**config.mk**
```make
export PLATFORM = sky130hd
export DESIGN_NAME = ifu_fetch
export DESIGN_NICKNAME = d
export VERILOG_FILES = /design/src/rtl/ifu_fetch_pkg.sv /design/src/rtl/ifu_fetch.sv
export SDC_FILE = /design/constraint.sdc
export NUM_CORES = 1
export LEC_CHECK = 0
export ABC_AREA = 1
export CORE_AREA = 3 3 124 126
export DETAILED_ROUTE_END_ITERATION = 10
export DIE_AREA = 0 0 127 129
export PLACE_DENSITY = 0.73
export SYNTH_ARGS = -nofsm -noshare
export SYNTH_HDL_FRONTEND = slang
export SYNTH_SLANG_ARGS = --single-unit
```
**constraint.sdc**
```tcl
create_clock -name clk_i -period 1.6 [get_ports clk_i]
set_input_delay 0.32 -clock clk_i [delete_from_list [all_inputs] [get_ports clk_i]]
set_output_delay 0.32 -clock clk_i [all_outputs]
set_load 0.02 [all_outputs]
```
**src/rtl/ifu_fetch_pkg.sv**
```systemverilog
// Shared definitions for the instruction fetch unit: FSM states, response codes
// and the default boot PC.
package ifu_fetch_pkg;

    typedef enum logic [1:0] {
        IDLE,
        REQ,
        WAIT,
        HOLD
    } ifu_state_e;

    localparam logic [1:0]  RESP_OKAY        = 2'b00;
    localparam logic [31:0] RESET_PC_DEFAULT = 32'h8000_0000;

endpackage

```
**src/rtl/ifu_fetch.sv**
```systemverilog
// Instruction fetch unit: owns the fetch PC, issues one AR/R read at a time and
// presents {inst, pc, fault} to IF/ID with a valid/ready handshake.
module ifu_fetch
    import ifu_fetch_pkg::*;
#(
    parameter int              PC_W     = 32,
    parameter int              INST_W   = 32,
    parameter logic [PC_W-1:0] RESET_PC = PC_W'(RESET_PC_DEFAULT)
) (
    input  logic              clk_i,
    input  logic              rst_i,
    input  logic              redirect_valid_i,
    input  logic [PC_W-1:0]   redirect_pc_i,
    output logic              imem_arvalid_o,
    output logic [PC_W-1:0]   imem_araddr_o,
    input  logic              imem_arready_i,
    input  logic              imem_rvalid_i,
    input  logic [INST_W-1:0] imem_rdata_i,
    input  logic [1:0]        imem_rresp_i,
    output logic              imem_rready_o,
    output logic [INST_W-1:0] f_inst_o,
    output logic [PC_W-1:0]   f_pc_o,
    output logic              f_fault_o,
    output logic              f_valid_o,
    input  logic              D_ready_i
);

    ifu_state_e        state, state_d;
    logic [PC_W-1:0]   pc, pc_d;
    logic [PC_W-1:0]   addr_q;
    logic              kill, kill_d;
    logic [INST_W-1:0] inst_q;
    logic              fault_q;
    logic              accept;

    assign accept = (state == HOLD) && !redirect_valid_i && D_ready_i;

    always_comb begin
        // NOTE: every always_comb output gets a default first so no path can infer a latch.
        state_d = state;
        pc_d    = pc;
        kill_d  = kill;
        case (state)
            IDLE: state_d = REQ;
            REQ: begin
                if (redirect_valid_i) kill_d = 1'b1;
                if (imem_arready_i)   state_d = WAIT;
            end
            WAIT: begin
                if (imem_rvalid_i) begin
                    kill_d  = 1'b0;
                    state_d = (kill || redirect_valid_i) ? REQ : HOLD;
                end else if (redirect_valid_i) begin
                    kill_d = 1'b1;
                end
            end
            HOLD: if (redirect_valid_i || D_ready_i) state_d = REQ;
            default: state_d = IDLE;
        endcase
        if (redirect_valid_i)  pc_d = redirect_pc_i;
        else if (accept)       pc_d = pc + PC_W'(32'd4);
    end

    always_comb begin
        imem_arvalid_o = (state == REQ);
        imem_araddr_o  = (state == REQ) ? addr_q : pc;
        imem_rready_o  = (state == WAIT);
        f_valid_o      = (state == HOLD) && !redirect_valid_i;
        f_inst_o       = (state == HOLD) ? inst_q : '0;
        f_fault_o      = (state == HOLD) && fault_q;
        f_pc_o         = pc;
    end

    // addr_q freezes while AR is open, so a redirect in REQ cannot move the address.
    always_ff @(posedge clk_i) begin
        if (rst_i) begin
            state  <= IDLE;
            pc     <= RESET_PC;
            addr_q <= RESET_PC;
            kill   <= 1'b0;
        end else begin
            state <= state_d;
            pc    <= pc_d;
            kill  <= kill_d;
            if (state != REQ) addr_q <= pc_d;
        end
    end

    // NOTE: inst_q/fault_q carry no reset; they are only observed in HOLD, after a load.
    always_ff @(posedge clk_i) begin
        if (state == WAIT && imem_rvalid_i) begin
            inst_q  <= imem_rdata_i;
            fault_q <= (imem_rresp_i != RESP_OKAY);
        end
    end

endmodule

```
# Word-level counts from Yosys, hierarchy flattened

Index checks and enable logic that the tools add are counted.

Output and inout port bits: 100
ROM bits: 0
Register bits after elaboration: 100
Logic and storage cells: 37
Memories kept: 0
Bits in latches: 0
Bits in writable memories: 0

Add/subtract/negate cells: 1
Equal/unequal tests: 7
Bitwise operators: 0
Multiply operators: 0
Multiplexer cells: 12
Shifts and indexed selects: 0
Magnitude comparators: 0
Div/mod/pow operators: 0
Reduce and logical (&&, ||, !) cells: 11

Operators with widths:

| kind                                                                   | count |
|---|---|
| 32-bit two-way mux                                                     | 4 |
| 32-bit by 3-bit adder with 32-bit output (second input constant)       | 1 |
| 2-bit two-way mux                                                      | 4 |
| 2-bit case mux with 4 select lines                                     | 1 |
| 2-bit by 1-bit != test with 1-bit output (second input constant)       | 3 |
| 2-bit equality test (second input constant)                            | 2 |
| 1-bit logical AND                                                      | 4 |
| 2-bit nonzero test                                                     | 2 |
| 3-bit AND reduction                                                    | 1 |
| 2-bit by 1-bit equality test with 1-bit output (second input constant) | 1 |
| 2-bit logical NOT                                                      | 1 |
| 1-bit logical OR                                                       | 2 |
| 1-bit two-way mux                                                      | 2 |
| 2-bit != test (second input constant)                                  | 1 |
| 1-bit case mux with 2 select lines                                     | 1 |
| 1-bit logical NOT                                                      | 1 |

# Logic depth before layout (Yosys ltp)

Depth after elaboration: 5
Gate-level depth with buffers: 12

# Worst setup path before layout

No wires, ideal clock.

Path kind: reg2out
Start: register state[1]
End: output imem_araddr_o[31]
Required time: 1.280 ns
Arrival: 1.590 ns
Cell stages (with the launch flop): 6
Slack: -0.310 ns
Cells stage by stage: dfxtp_1 > inv_1 > ha_1 > clkbuf_1 > clkbuf_1 > o21ai_0

Word-level cells in the longest chain between the ends: 2

RTL lines:

| item                                           | line            | RTL |
|---|---|---|
| start: declaration                             | ifu_fetch.sv:28 | `ifu_state_e state, state_d;` |
| start signal: assignment                       | ifu_fetch.sv:82 | `state <= state_d;` |
| 2-bit by 1-bit equality test with 1-bit output | n/a             |  |
| named net imem_arvalid_o                       | ifu_fetch.sv:14 | `output logic imem_arvalid_o,` |
| 32-bit two-way mux                             | ifu_fetch.sv:66 | `imem_araddr_o = (state == REQ) ? addr_q : pc;` |
| end: declaration                               | ifu_fetch.sv:15 | `output logic [PC_W-1:0] imem_araddr_o,` |

The timed path passes the listed nets, and every way through them passes these cells.

# Worst setup path in the final report

Start: register state[1]
End: output imem_araddr_o[20]

Word-level cells in the longest chain between the ends: 2

RTL lines:

| item                                           | line |
|---|---|
| 2-bit by 1-bit equality test with 1-bit output | ifu_fetch.sv:66 |
| 32-bit two-way mux                             | ifu_fetch.sv:66 |

Every way passes these cells.

==> results.yml <==
status:
  outcome: "finished, violations left"
  failed_checks: "negative setup slack"
worst_setup_path:
  crit_path_end_kind: "primary output"
  critPathMaxStageDelay_ns: 0.35
  arrival_ns: 1.61
  start_kind: "flip-flop"
  worstPathMaxFanout: 8
  critPathTopFamily: "buffers and inverters"
  crit_type: "reg -> out"
  crit_chain: "inv_2 -> ha_4 -> buf_12 -> buf_16 -> buf_6 -> o21ai_4 -> buf_6"
  cp.required_ns: 1.28
  cpMostUsedCell: "buf_6"
  crit_buf_inv: 5
  crit_slowest_cell: "dfxtp_2"
die:
  io_pins: 172
  die-area_sq_mm: 0.01638
  design.core.area_sq_mm: 0.01442
  dieHeight_um: 129
  rows: 44
  initial_core_util_pct: 34.82
  die_w_um: 127
layout:
  antenna_cells: 0
  syn_to_final_growth_pct: 85.82
  final_common_cell: "nand2_1"
  final_cells: 1153
  mostFrequentLayoutCells: "nand2_1, buf_4, inv_1"
  fin_nets: 1041
  drive_gt1_share_pct: 40.97
  final_area_sq_mm: 0.009333
timing:
  worstMarginPinSlew_ns: 0.4236
  fin_ws_ns: -0.3333
  post-route-period-util_pct: 120.8
  slew_headroom_pct: 71.46
  setup_violations: 127
  period_minus_slack_ns: 1.933
  clock.fmax_mhz: 517.2
  slew_viol_final: 0
  fin_worst_skew_ns: 0.007354
  rsz0062_at_grt: "true"
  finalHoldViolations: 0
route:
  num_vias: 5584
  dr.pass1.iters: 5
  drc: 0
  routed_wl_um: 18360
  drtIter0Drc: 398
  drt-vias-per-instance: 4.843
  routedWlPerCell_um: 15.93
  ant_nets: 0
power_and_ir_drop:
  clkPwrFrac_pct: 24.0
  fin_total_pwr_w: 0.009680
  leakagePower_nw: 4.298
  p_per_area_mw_per_mm2: 1037
  switching_power_w: 0.003272
  p_int_w: 0.006408
  sw_frac_of_total_pct: 33.80
  seqPwrFrac_pct: 32.0
  ir_drop_v: 0.0006358
  power_frac_comb_pct: 44.0
place:
  pre_cts_slack_ns: -0.4338
  gp_congestion: 0.9324
  io_buffers: 171
  dpl.hpwl_um: 11670
  dpl_cell_area_sq_mm: 0.007825
  placed_cells: 1090
clock_tree:
  clk_path_buf_depth: 2
  cts_hold_buf: 0
  cts_htree_levels: 3
  clock_latency_ns: 0.35
  cts_tree: "built"
  cts_made_buffers: 9
  root_buffer: "clkbuf_16"
  clock-sinks: 100
  clkTransAtPathRegs_ns: 0.07
synth:
  netlist_instances: 685
  yosysWarnings: 0
  synth-seq-area-share_pct: 46.44
  ys_types: 34
  syn-num-nets: 762
  synthesis.area_sq_mm: 0.005022
  avgSynthCellArea_sq_um: 7.332
  ys_ff_latch: 100
min_path:
  hold_path.class: "reg -> reg"
grt:
  grt_max_degree: 35
  grt-ovfl-total: 0
  antenna_found_initial: 0
  grt_pass1_vias: 5255
  grt.total_usage_pct: 20.71
  grt_pass1_wl_um: 26810
job:
  maxCapViolCount: 0
power by group through the flow:
stage,registers [W],logic (W),clock network (W)
final,0.00310,0.00426,0.00233
after global routing,0.00312,0.00451,0.00247
after CTS,0.00306,0.00392,0.00235
after detailed placement,0.00310,0.00307,0
after global placement,0.00309,0.00304,0
after floorplan,0.00315,0.00157,0
tightest hold or removal path, stage by stage, from the launching register on:
cell	delay, ns
dfxtp_1	0.31
nand3_1	0.07
nand2_1	0.04
flip-flops by register name, summed over array words and instances, names as in the netlist:
| signal | count |
|---|---|
| addr_q | 32 |
| f_pc_o | 32 |
| inst_q | 32 |
| state | 2 |
| fault_q | 1 |
| kill | 1 |
timing repair:
action                     4_1_cts  5_1_grt
setup endpoints to repair      161      139
gates resized for setup        433      159
buffers inserted                24       18
cloned                           6        2
pin swaps                       34       63
synthesized netlist by cell type, drive strengths merged:
cell type	instances	area share, %
inv	90	6.7
nor3b	1	0.15
edfxtp	33	20
o221a	1	0.22
mux2i	1	0.20
buf	9	0.87
xor2	15	2.6
clkinv	1	0.17
a211oi	2	0.30
nand2	210	16
nor3	3	0.30
a21boi	10	1.5
a21oi	20	2.0
nor2	67	6.1
or2	2	0.25
nand3	50	5.3
nand4	10	1.2
dfxtp	67	27
o22ai	1	0.12
xnor2	2	0.35
clkbuf	23	1.7
nand3b	6	0.90
and2	1	0.12
o21ai	55	5.5
ha	5	1.2
stage by stage:
stage	hold WS [ns]	util (%)	setup TNS, ns
after floorplan	0.4189	-	-0.02576
after global placement	0.4515	54.25	-34.53
after detailed placement	0.4610	54.25	-36.80
after CTS	0.4738	60.14	-25.50
after global routing	0.4877	64.70	-35.21
final	0.4725	64.70	-24.98
metal layers:
layer	part of all wire, %	vias up	GRT usage, %	wire length, um
met1	41	2601	26.48	7450
met3	7.4	33	3.445	1355
li1	-	2722	-	-
met4	2.2	0	7.760	412
met5	0	-	0	0
met2	50	228	35.27	9143
logic make-up after synthesis:
kind of cell | after synthesis | synth area share [%]
xor gates and xnor gates | 17 | 2.965
buffers and inverters | 123 | 9.492
adders and majority gates | 5 | 1.246
muxes | 1 | 0.1993
and+or+nand+nor | 350 | 30.04
DFF | 100 | 46.44
AOI/OAI and AO/OA | 89 | 9.616
final timing paths:
kind                           start                      end  slack [ns]  cells after the start
max reg2reg    state[1]$_SDFFE_PP0P_  addr_q[25]$_SDFFE_PP0N_       -0.28                     14
max            state[1]$_SDFFE_PP0P_        imem_araddr_o[20]       -0.33                      7
min reg2reg  addr_q[12]$_SDFFE_PP0N_  addr_q[12]$_SDFFE_PP0N_        0.47                      2
min          addr_q[12]$_SDFFE_PP0N_  addr_q[12]$_SDFFE_PP0N_        0.47                      2
final cells by class:
cell class | instances | area, sq um
clock buffer | 13 | 272.8
clock inverter | 3 | 42.54
fill | 1185 | 5091
inverter | 91 | 355.3
multi-input combinational | 462 | 3032
sequential | 100 | 2349
tap | 184 | 230.2
timing repair buffer | 300 | 3052
Power figures use the tool's default switching activity.
